### src/rtl/inst_fetch.sv
// Instruction fetch stage: issues one memory request at a time, holds the returned word
// for decode, and redirects the PC on handoff. A misaligned target stops fetch for good.
module inst_fetch #(
  parameter logic [31:0] RESET_PC = 32'h0000_0000
) (
  input  logic        clk,
  input  logic        rst,
  output logic        imem_req,
  output logic [31:0] imem_addr,
  input  logic        imem_gnt,
  input  logic        imem_rvalid,
  input  logic [31:0] imem_rdata,
  output logic [31:0] inst,
  output logic        inst_valid,
  input  logic        inst_ready,
  output logic [31:0] pc,
  output logic [31:0] pc_plus4,
  input  logic        branchTaken,
  input  logic        jal,
  input  logic        jalr,
  input  logic [31:0] imm32,
  input  logic [31:0] rs1Data,
  output logic        halt
);

  typedef enum logic [1:0] {S_REQ, S_WAIT, S_OUT, S_HALT} state_e;

  state_e      state_q, state_d;
  logic [31:0] pc_q, pc_d;
  logic [31:0] inst_q, inst_d;
  logic [31:0] next_pc;

  always_comb begin
    if (jalr) begin
      next_pc = (rs1Data + imm32) & 32'hFFFF_FFFE;
    end else if (jal || branchTaken) begin
      next_pc = pc_q + imm32;
    end else begin
      next_pc = pc_q + 32'd4;
    end
  end

  always_comb begin
    state_d = state_q;
    pc_d    = pc_q;
    inst_d  = inst_q;
    case (state_q)
      S_REQ: begin
        if (imem_gnt) begin
          state_d = S_WAIT;
        end
      end
      S_WAIT: begin
        if (imem_rvalid) begin
          inst_d  = imem_rdata;
          state_d = S_OUT;
        end
      end
      S_OUT: begin
        if (inst_ready) begin
          // Halfword-misaligned target: keep the faulting pc visible and stop.
          if (next_pc[1]) begin
            state_d = S_HALT;
          end else begin
            pc_d    = next_pc;
            state_d = S_REQ;
          end
        end
      end
      S_HALT: begin
        state_d = S_HALT;
      end
      default: begin
        state_d = S_REQ;
      end
    endcase
  end

  always_ff @(posedge clk or negedge rst) begin
    if (!rst) begin
      state_q <= S_REQ;
      pc_q    <= RESET_PC;
      inst_q  <= 32'h0;
    end else begin
      state_q <= state_d;
      pc_q    <= pc_d;
      inst_q  <= inst_d;
    end
  end

  // Request is gated by reset since the state register already sits in S_REQ while held.
  assign imem_req   = rst && (state_q == S_REQ);
  assign imem_addr  = pc_q;
  assign inst       = inst_q;
  assign inst_valid = (state_q == S_OUT);
  assign halt       = (state_q == S_HALT);
  assign pc         = pc_q;
  assign pc_plus4   = pc_q + 32'd4;

endmodule

### config.mk
export PLATFORM = sky130hd
export DESIGN_NAME = inst_fetch
export DESIGN_NICKNAME = d
export VERILOG_FILES = /design/src/rtl/inst_fetch.sv
export SDC_FILE = /design/constraint.sdc
export NUM_CORES = 1
export LEC_CHECK = 0
export ABC_AREA = 0
export CAP_MARGIN = 40
export CORE_MARGIN = 2
export CORE_UTILIZATION = 52
export CTS_BUF_LIST = sky130_fd_sc_hd__clkbuf_4
export CTS_CLUSTER_DIAMETER = 50
export DETAILED_ROUTE_END_ITERATION = 10
export PLACE_DENSITY_LB_ADDON = 0.05
export SLEW_MARGIN = 10
export SYNTH_ARGS = -nofsm -noshare
export SYNTH_HDL_FRONTEND = slang
export SYNTH_SLANG_ARGS = --single-unit
export TNS_END_PERCENT = 20
### constraint.sdc
create_clock -name clk -period 5.2 [get_ports clk]
set_input_delay 0.52 -clock clk [delete_from_list [all_inputs] [get_ports clk]]
set_output_delay 0.52 -clock clk [all_outputs]
set_load 0.01 [all_outputs]
==> metrics.yaml <==
result_of_the_run: "finished clean"
die_height_um: 122
drcViolationCount: 0
first_global_vias: 7087
dr_wl_cell_um: 20.5
finalWeightedCongestion: 0.981
critical_path.startpoint: "imem_addr[20]$_DFFE_PN0P_"
design.core.area_um2: 13400
port_buffers: 231
dp.cells: 1237
setup_bufs_post_cts: 0
clock-skew-final_ns: 0.0207
asyncSetResetFlopFracSynth_pct: 100
most-common-layout-cells: "sky130_fd_sc_hd__clkdlybuf4s50_1 (230), sky130_fd_sc_hd__a21oi_1 (91), sky130_fd_sc_hd__nand2_1 (85), sky130_fd_sc_hd__dfrtp_1 (65), sky130_fd_sc_hd__ha_1 (62)"
critPathMaxFanout: 6
p_total_uw: 4860
count_of_fill_cells_added_during_filler_insertion: 1102
r2r_start: "imem_addr[0]$_DFFE_PN0P_"
worstPathArrival_ns: 3.41
grt_antenna_before_repair: 1
timing.slew.headroom_pct: 46.4
drt_wl_total_mm: 25.6
cts_hold_repair.buffers: 0
grt_pass1_wl_mm: 39.0
post-route-min-period_ns: 3.93
max-cap-violations: 0
routed-via-count: 7715
multiInputGateArea_um2: 5120
end_kind: "output port"
drive_above_1_share_pct: 7.43
cts_tree: "built"
start_util_pct: 53.7
yosysUniqueCellTypes: 82
path_clk_slew_ns: 0.14
count_of_final_max_slew_check_failures: 0
hp-class: "input pin to asynchronous set/reset pin"
cts-buffers-inserted: 9
vdd.ir_drop.worst_mv: 0.350
final_min_period_over_clock_period_pct: 75.5
num_rows: 42
die_area_um2: 14800
max_clock_freq_ghz: 0.255
via_density: 6.16
syn_area_um2: 7190
timing_hold_violations_final: 0
nNetsFinal: 1239
kind_of_critical_path: "flip-flop to output port"
dr.first_iter.drc_count: 814
synth-edff-count: 0
final_cells: 1253
cts.repair.resized: 0
grt_util_all_layers_pct: 34.1
synth-seq-area-share_pct: 22.6
numClockSinks: 65
register_area_um2: 1630
flip_flop_and_latch_count_after_synthesis: 65
final_antenna_net_count: 0
finalSetupViolations: 0
postSynthCellCount: 889
setup_repair_after_global_routing_missed_its_margin: "no"
insertion_delay_ns: 0.46
layout-area-overhead-vs-synth_pct: 32.8
max-clock-path-buffers: 2
synth_flop_cell: "sky130_fd_sc_hd__dfrtp_1"
htreeDepth: 3
worstRegToRegCells: 10
antenna-diode-count: 0
power.density_nw_per_um2: 509
setup-tns-final_ns: 0
worstPathRequired_ns: 4.68
dieWidth_um: 122
synth.avg_cell_area_um2: 8.09
grt_start_max_net_pins: 55
total_half_perimeter_wirelength_after_legalization_and_detailed_placement_mm: 20.6
start_kind: "flip-flop"
leakage_uw: 0.00398
ios: 235
actual_slew_at_the_worst_max_slew_pin_ns: 0.795
leading_cell_type_in_the_layout_fill_and_taps_excluded: "sky130_fd_sc_hd__clkdlybuf4s50_1"
r2r_slack_ns: 1.85
drtPass1Iterations: 5
yosys_warnings: 0
overflow: 0
clock_tree.root_cell: "sky130_fd_sc_hd__clkbuf_4"
## layout make-up
cell class / instances / area share (%)
Tap cell: 176 / 2.31
Clock inverter: 7 / 0.878
Clock buffer: 9 / 0.707
Timing Repair Buffer: 238 / 24.9
Inverter: 13 / 0.511
Sequential cell: 65 / 17.0
Multi-Input combinational cell: 745 / 53.7
## report_power, final
part | total (uW) | internal (uW) | leakage [uW] | switching, uW
Sequential | 1130 | 737 | 0.000782 | 397
Combinational | 3350 | 1720 | 0.00312 | 1630
Clock | 383 | 155 | 0.0000794 | 228
Total | 4860 | 2610 | 0.00398 | 2250
## Yosys cell counts, types with 4 or more instances
| master | number | area, um2 |
|---|---|---|
| sky130_fd_sc_hd__a211oi_1 | 19 | 143 |
| sky130_fd_sc_hd__a21o_1 | 27 | 203 |
| sky130_fd_sc_hd__a21oi_1 | 91 | 455 |
| sky130_fd_sc_hd__a221o_1 | 4 | 40.0 |
| sky130_fd_sc_hd__a31oi_1 | 10 | 62.6 |
| sky130_fd_sc_hd__and3_1 | 12 | 75.1 |
| sky130_fd_sc_hd__and4_1 | 4 | 35.0 |
| sky130_fd_sc_hd__buf_2 | 9 | 45.0 |
| sky130_fd_sc_hd__buf_4 | 35 | 263 |
| sky130_fd_sc_hd__clkbuf_1 | 21 | 78.8 |
| sky130_fd_sc_hd__dfrtp_1 | 65 | 1630 |
| sky130_fd_sc_hd__ha_1 | 62 | 776 |
| sky130_fd_sc_hd__inv_1 | 12 | 45.0 |
| sky130_fd_sc_hd__mux2_2 | 33 | 372 |
| sky130_fd_sc_hd__mux2i_1 | 4 | 40.0 |
| sky130_fd_sc_hd__nand2_1 | 85 | 319 |
| sky130_fd_sc_hd__nand2b_1 | 14 | 87.6 |
| sky130_fd_sc_hd__nand3_1 | 32 | 160 |
| sky130_fd_sc_hd__nand4_1 | 16 | 100 |
| sky130_fd_sc_hd__nor2_1 | 58 | 218 |
| sky130_fd_sc_hd__nor2b_1 | 5 | 31.3 |
| sky130_fd_sc_hd__nor3_1 | 18 | 90.1 |
| sky130_fd_sc_hd__nor3b_1 | 4 | 30.0 |
| sky130_fd_sc_hd__o211ai_1 | 9 | 67.6 |
| sky130_fd_sc_hd__o21a_1 | 9 | 67.6 |
| sky130_fd_sc_hd__o21ai_0 | 53 | 265 |
| sky130_fd_sc_hd__o21ai_1 | 5 | 25.0 |
| sky130_fd_sc_hd__o21bai_1 | 6 | 45.0 |
| sky130_fd_sc_hd__o22ai_1 | 4 | 25.0 |
| sky130_fd_sc_hd__o31ai_1 | 4 | 30.0 |
| sky130_fd_sc_hd__or2_2 | 6 | 37.5 |
| sky130_fd_sc_hd__or3_1 | 6 | 37.5 |
| sky130_fd_sc_hd__xnor2_1 | 42 | 368 |
| sky130_fd_sc_hd__xor2_1 | 31 | 272 |
## stage by stage
| step | hold WS, ns | utilization [%] | setup WS [ns] | area (um2) |
|---|---|---|---|---|
| after global routing | 0.0386 | 71.3 | 1.03 | 9550 |
| after detailed placement | 0.493 | 70.1 | 1.27 | 9400 |
| final | 0.0459 | 71.3 | 1.27 | 9550 |
| after global placement | 0.486 | 69.9 | 1.35 | 9370 |
| after CTS | 0.0363 | 71.3 | 1.32 | 9550 |
| after floorplan | 0.224 | - | 2.41 | 7200 |
## state kept, by name, indices dropped and copies added (netlist names)
register	count
state_q	2
imem_addr	31
inst	32
## cells by family after synthesis
| family | Yosys count | share of synthesized area [%] |
|---|---|---|
| xor+xnor | 73 | 8.89 |
| fa+ha+maj | 63 | 11.1 |
| flops | 65 | 22.6 |
| buf+inv | 81 | 6.23 |
| other cells | 1 | 0.0521 |
| simple gates | 285 | 19.6 |
| compound gates | 283 | 25.6 |
| mux | 38 | 5.88 |
## critical path: stages, from the launching register on
cell	delay, ns
sky130_fd_sc_hd__dfrtp_1	0.57
sky130_fd_sc_hd__nand4_1	0.20
sky130_fd_sc_hd__nor4_1	0.68
sky130_fd_sc_hd__nor4b_1	0.64
sky130_fd_sc_hd__xor2_1	0.28
sky130_fd_sc_hd__clkdlybuf4s50_1	0.58
## per-layer routing
metal	vias up	GRT usage [%]	part of all wire [%]
met5	-	0	0.066
met4	2	12.6	3.5
met3	68	6.46	9.9
met2	430	55.0	45
met1	3578	45.6	41
li1	3637	-	-
## worst paths after layout
| check | endpoint |
|---|---|
| max | pc_plus4[31] |
| min reg2reg | inst[7]$_DFFE_PN0P_ |
| max in group asynchronous | imem_addr[3]$_DFFE_PN0P_ |
| min in group clk | inst[7]$_DFFE_PN0P_ |
| max reg2reg | imem_addr[28]$_DFFE_PN0P_ |
| min | imem_addr[17]$_DFFE_PN0P_ |
No activity file was read; power rests on OpenSTA's default activity.
